==> src/rtl/mem_port_arbiter.sv <==
`default_nettype none
// +--------------------------------------------------------------------------+
// | mem_port_arbiter: shares one synchronous memory port between fetch and   |
// | the LSU, and steers each read return to the requester that issued it.    |
// | Revision: 1.0                                                            |
// +--------------------------------------------------------------------------+
module mem_port_arbiter #(
  parameter int ADDR_W     = 32,
  parameter int DATA_W     = 32,
  parameter int MEM_LAT    = 1,
  parameter int STARVE_LIM = 4
) (
  input  logic                i_clk,
  input  logic                i_rst,
  input  logic                i_if_req,
  input  logic [ADDR_W-1:0]   i_if_addr,
  output logic                o_if_gnt,
  output logic                o_if_stall,
  output logic                o_if_rvalid,
  output logic [DATA_W-1:0]   o_if_rdata,
  input  logic                i_ls_req,
  input  logic                i_ls_we,
  input  logic [ADDR_W-1:0]   i_ls_addr,
  input  logic [DATA_W-1:0]   i_ls_wdata,
  input  logic [DATA_W/8-1:0] i_ls_strb,
  output logic                o_ls_gnt,
  output logic                o_ls_rvalid,
  output logic [DATA_W-1:0]   o_ls_rdata,
  output logic                o_mem_en,
  output logic                o_mem_we,
  output logic [ADDR_W-1:0]   o_mem_addr,
  output logic [DATA_W-1:0]   o_mem_wdata,
  output logic [DATA_W/8-1:0] o_mem_strb,
  input  logic [DATA_W-1:0]   i_mem_rdata
);

  localparam logic [3:0] c_LIM = 4'(STARVE_LIM);

  logic [3:0]         r_cnt;
  logic [MEM_LAT-1:0] r_vld;
  logic [MEM_LAT-1:0] r_own;
  logic [MEM_LAT-1:0] w_vld_nxt;
  logic [MEM_LAT-1:0] w_own_nxt;
  logic               w_force;
  logic               w_ls_gnt;
  logic               w_if_gnt;
  logic               w_rd_gnt;
  logic               w_ret;

  // Grants are suppressed during reset so no access leaks out of the reset cycle.
  assign w_force  = i_if_req & (r_cnt == c_LIM);
  assign w_ls_gnt = ~i_rst & i_ls_req & ~w_force;
  assign w_if_gnt = ~i_rst & i_if_req & ~w_ls_gnt;
  assign w_rd_gnt = (w_ls_gnt & ~i_ls_we) | w_if_gnt;

  assign o_ls_gnt   = w_ls_gnt;
  assign o_if_gnt   = w_if_gnt;
  assign o_if_stall = i_if_req & ~w_if_gnt;

  always_comb begin
    o_mem_en    = 1'b0;
    o_mem_we    = 1'b0;
    o_mem_addr  = '0;
    o_mem_wdata = '0;
    o_mem_strb  = '0;
    if (w_ls_gnt) begin
      o_mem_en    = 1'b1;
      o_mem_we    = i_ls_we;
      o_mem_addr  = i_ls_addr;
      o_mem_wdata = i_ls_wdata;
      o_mem_strb  = i_ls_strb;
    end else if (w_if_gnt) begin
      o_mem_en   = 1'b1;
      o_mem_addr = i_if_addr;
      o_mem_strb = '1;
    end
  end

  always_ff @(posedge i_clk) begin
    if (i_rst) begin
      r_cnt <= '0;
    end else if (~i_if_req | w_if_gnt) begin
      r_cnt <= '0;
    end else if (r_cnt != c_LIM) begin
      r_cnt <= r_cnt + 4'd1;
    end
  end

  // Tag pipeline: bit i describes the read issued i+1 cycles ago; owner 1 = LSU.
  generate
    if (MEM_LAT > 1) begin : g_shift
      assign w_vld_nxt = {r_vld[MEM_LAT-2:0], w_rd_gnt};
      assign w_own_nxt = {r_own[MEM_LAT-2:0], w_ls_gnt};
    end else begin : g_single
      assign w_vld_nxt = w_rd_gnt;
      assign w_own_nxt = w_ls_gnt;
    end
  endgenerate

  always_ff @(posedge i_clk) begin
    if (i_rst) begin
      r_vld <= '0;
      r_own <= '0;
    end else begin
      r_vld <= w_vld_nxt;
      r_own <= w_own_nxt;
    end
  end

  assign w_ret       = ~i_rst & r_vld[MEM_LAT-1];
  assign o_ls_rvalid = w_ret & r_own[MEM_LAT-1];
  assign o_if_rvalid = w_ret & ~r_own[MEM_LAT-1];
  assign o_ls_rdata  = o_ls_rvalid ? i_mem_rdata : '0;
  assign o_if_rdata  = o_if_rvalid ? i_mem_rdata : '0;

endmodule
`default_nettype wire

==> config.mk <==
export PLATFORM = sky130hd
export DESIGN_NAME = mem_port_arbiter
export DESIGN_NICKNAME = d
export VERILOG_FILES = /design/src/rtl/mem_port_arbiter.sv
export SDC_FILE = /design/constraint.sdc
export NUM_CORES = 1
export LEC_CHECK = 0
export ABC_AREA = 1
export CORE_AREA = 2 2 107 109
export DETAILED_ROUTE_END_ITERATION = 8
export DIE_AREA = 0 0 109 111
export GPL_TIMING_DRIVEN = 0
export SLEW_MARGIN = 40
export SYNTH_ARGS = -nofsm -noshare
export SYNTH_HDL_FRONTEND = slang
export SYNTH_SLANG_ARGS = --single-unit
==> constraint.sdc <==
create_clock -name i_clk -period 1.65 [get_ports i_clk]
set_input_delay 0.495 -clock i_clk [delete_from_list [all_inputs] [get_ports i_clk]]
set_output_delay 0.495 -clock i_clk [all_outputs]
set_load 0.01 [all_outputs]
==> results <==
==> where the power goes <==
group	leakage (nW)	internal, W	switching [W]
combinational	2.87	0.000672	0.000502
sequential	0.0500	0.000151	0.00000537
clock	0.0370	0.000311	0.0000821
total	2.96	0.00113	0.000589
==> worst reg2reg max path, stage by stage, from the launching register on <==
cell	delay, ns
dfxtp_2	0.31
inv_2	0.07
ha_4	0.15
nand4_4	0.18
nand2_8	0.20
buf_12	0.14
buf_12	0.10
nand2_8	0.06
o21ai_1	0.07
==> cells in the final DEF (no fill, tap or decap) <==
cell             synthesis  final
o21ai_1                  1      2
inv_8                    0      1
inv_2                    3      8
nand2_8                  0      2
a21oi_4                  0      1
nor2_1                 100     48
dlymetal6s2s_1           0      1
nand3_4                  0      3
clkinvlp_4               0      1
clkbuf_2                 0      9
clkbuf_16                0      6
dfxtp_2                  0      2
o21ai_0                  2      1
dlygate4sd2_1            0      2
xnor2_1                  1      1
ha_4                     0      1
nand2_4                  1      2
nand3_1                 69     42
nand3_2                  0     24
inv_1                   76     68
nor2_2                   1      7
nor2_4                   0     46
buf_2                    9     70
buf_4                    3     22
clkdlybuf4s50_1          0    131
nand2_1                 46     33
buf_12                   0      7
clkbuf_4                 0      2
a21oi_1                  2      1
buf_6                    1    103
buf_8                    0     11
dfxtp_1                  6      4
nand2_2                  1     12
nand4_4                  1      1
ha_1                     2      1
inv_6                    0      1
==> final cells by class <==
class                      count  area (µm²)
sequential                     6       122.6
fill                        1047        5320
inverter                      79       312.8
tap                          143       178.9
multi-input combinational    228        1610
clock buffer                   3       75.07
timing repair buffer         341        3181
buffer                        20       276.5
==> sequential cells by signal, summed over array words and instances (netlist names) <==
register and flops:
r_vld 1, r_cnt 4, r_own 1
==> routing by layer <==
metal,vias to the layer above,routed length (µm),GRT usage
met4,0,221,0.03333
li1,1674,-,-
met3,15,1040,0.03410
met5,-,0,0
met2,159,7060,0.3694
met1,1595,4723,0.1948
==> worst min path at each step <==
stage / to / slack [ns] / start / cells after the start
global route: r_cnt[3] / 0.53 / r_cnt[3] / 2
detailed placement: r_cnt[0] / 0.46 / r_cnt[0] / 1
floorplan: r_cnt[0] / 0.43 / r_cnt[0] / 1
global placement: r_cnt[0] / 0.45 / r_cnt[0] / 1
finish: r_cnt[3] / 0.49 / r_cnt[3] / 2
CTS: r_cnt[3] / 0.48 / r_cnt[3] / 2
==> stage by stage <==
step | total power, W | setup TNS, ns | hold slack (ns) | setup WS, ns
floorplan | 0.0004423 | -1.366 | 0.4300 | -0.03626
global route | 0.001813 | -54.07 | 0.5300 | -0.5514
global placement | 0.001088 | -180.24 | 0.4486 | -1.453
CTS | 0.001589 | -47.07 | 0.4830 | -0.4969
detailed placement | 0.001093 | -182.10 | 0.4560 | -1.460
finish | 0.001723 | -45.67 | 0.4879 | -0.4629
==> repair_timing <==
action / in CTS / in global routing
endpoints found under the setup margin: 141 / 138
gates cloned: 9 / 1
buffers inserted: 42 / 18
pin swaps: 19 / 34
resized for setup: 689 / 204
==> cells by family (layout without fill, tap and decap cells) <==
family          after synthesis  count (layout)  share of synthesized area
xor+xnor                      1               1                   0.005739
compound gates                5               5                    0.01639
buf+inv                     101             443                     0.2680
simple gates                219             220                     0.6148
flops                         6               6                    0.07869
fa+ha+maj                     2               2                    0.01639
==> flow_metrics.tcl <==
set metrics [dict create \
    status "finished with violations" \
    failed_checks "setup timing" \
    clock_skew_ns 0.001365 \
    ys_top_cells_by_count "nor2_1, inv_1, nand3_1, nand2_1" \
    p_per_area_mw_per_mm2 299.2 \
    firstDrtPassIters 4 \
    cp_top_family "simple AND/OR/NAND/NOR gates" \
    clock_latency_ns 0.23 \
    fp.dieW_um 109 \
    htree_levels 1 \
    antenna_cells 0 \
    grt_pass1_wl_mm 17.46 \
    cts_buffers 3 \
    hpwl_mm 9.089 \
    postSynth.asyncResetShare 0 \
    route.detailed.drc 0 \
    grt_usage 0.1847 \
    dr_total_vias 3443 \
    clock_path_buffers 2 \
    dominantRegCellSynth "dfxtp_1" \
    path_cells "inv_2 -> ha_4 -> nand4_4 -> nand2_8 -> buf_12 -> buf_6 -> nand3_2 -> nand2_1 -> buf_6" \
    required_ns 1.15 \
    design_area_mm2 0.005757 \
    maxSlewViolCount 0 \
    clock_sinks 6 \
    final.min_clock_period_ns 2.113 \
    cp_num_cells 9 \
    rrSetupSlack_ns 0.31 \
    die_h_um 111 \
    p_leak_nw 2.960 \
    wire_per_inst_um 15.91 \
    r2r_end "r_vld" \
    ff2ff_path_depth 8 \
    setup_viol 137 \
    gp_congestion 0.9194 \
    yosysSeqAreaShare 0.07869 \
    crit_buf_inv 4 \
    cp-startpoint "r_cnt[1]" \
    final_util 0.5197 \
    ys_ff_latch 6 \
    io_pins 276 \
    netlist.area_leader.share 0.2459 \
    clock-root-buffer "clkbuf_16" \
    finalHoldViolations 0 \
    synth_cell_types 19 \
    min_path_type "reg -> reg" \
    worst_pin_slew_ns 0.2592 \
    grt_setup_unrepaired "yes" \
    syn-cell-area_mm2 0.001526 \
    io_buffers 275 \
    grt_pass1_vias 3317 \
    yosysTopAreaCell "nor2_1" \
    vdd_drop_max_mv 0.2702 \
    finalCritPeriodShare 1.281 \
    crit_fanout 6 \
    crit_type "reg -> out" \
    syn_avg_cell_area_um2 4.570 \
    critPathLaunchType "register" \
    reg2reg_from "r_cnt[1]" \
    clkSlewWorstSetupHoldPaths_ns 0.03 \
    end_kind "output port" \
    wl_mm 13.05 \
    max_freq_mhz 473.3 \
    crit_top_cell "buf_6" \
    globalRouteOverflowTotal 0 \
    route.antenna.remaining_nets 0 \
    finalNetCount 818 \
    cts_tree "built" \
    drtIter0Drc 139 \
    antenna_found_initial 0 \
    synth_nets 473 \
    syn_inst 334 \
    synth-edff-count 0 \
    ctsHoldBuffers 0 \
    critPathArrivalTime_ns 1.62 \
    drv_cap 0 \
    core-area_mm2 0.01108 \
    synthTopCellsByArea "nor2_1, nand3_1, inv_1, nand2_1, dfxtp_1" \
    area_growth_pct 277.1 \
    critPathSlowestCell "dfxtp_2" \
    cp-endpoint "o_mem_addr[0]" \
    yosysWarnings 0 \
    max_stage_delay_ns 0.31 \
    yosysMostFrequentCell "nor2_1" \
    num_rows 39 \
    dieArea_mm2 0.01210 \
    place_inst 752 \
    grt_max_degree 11 \
    start_util 0.1378 \
    relSlewSlack 0.8270 \
    drive_gt1_frac 0.5052 \
    layout.cells.non_filler 820 \
    fin_ws_ns -0.4629 \
    post_dp_cell_area_mm2 0.004496 \
    avgViaCountPerCell 4.199 \
]
(Power assumes the default switching activity.)
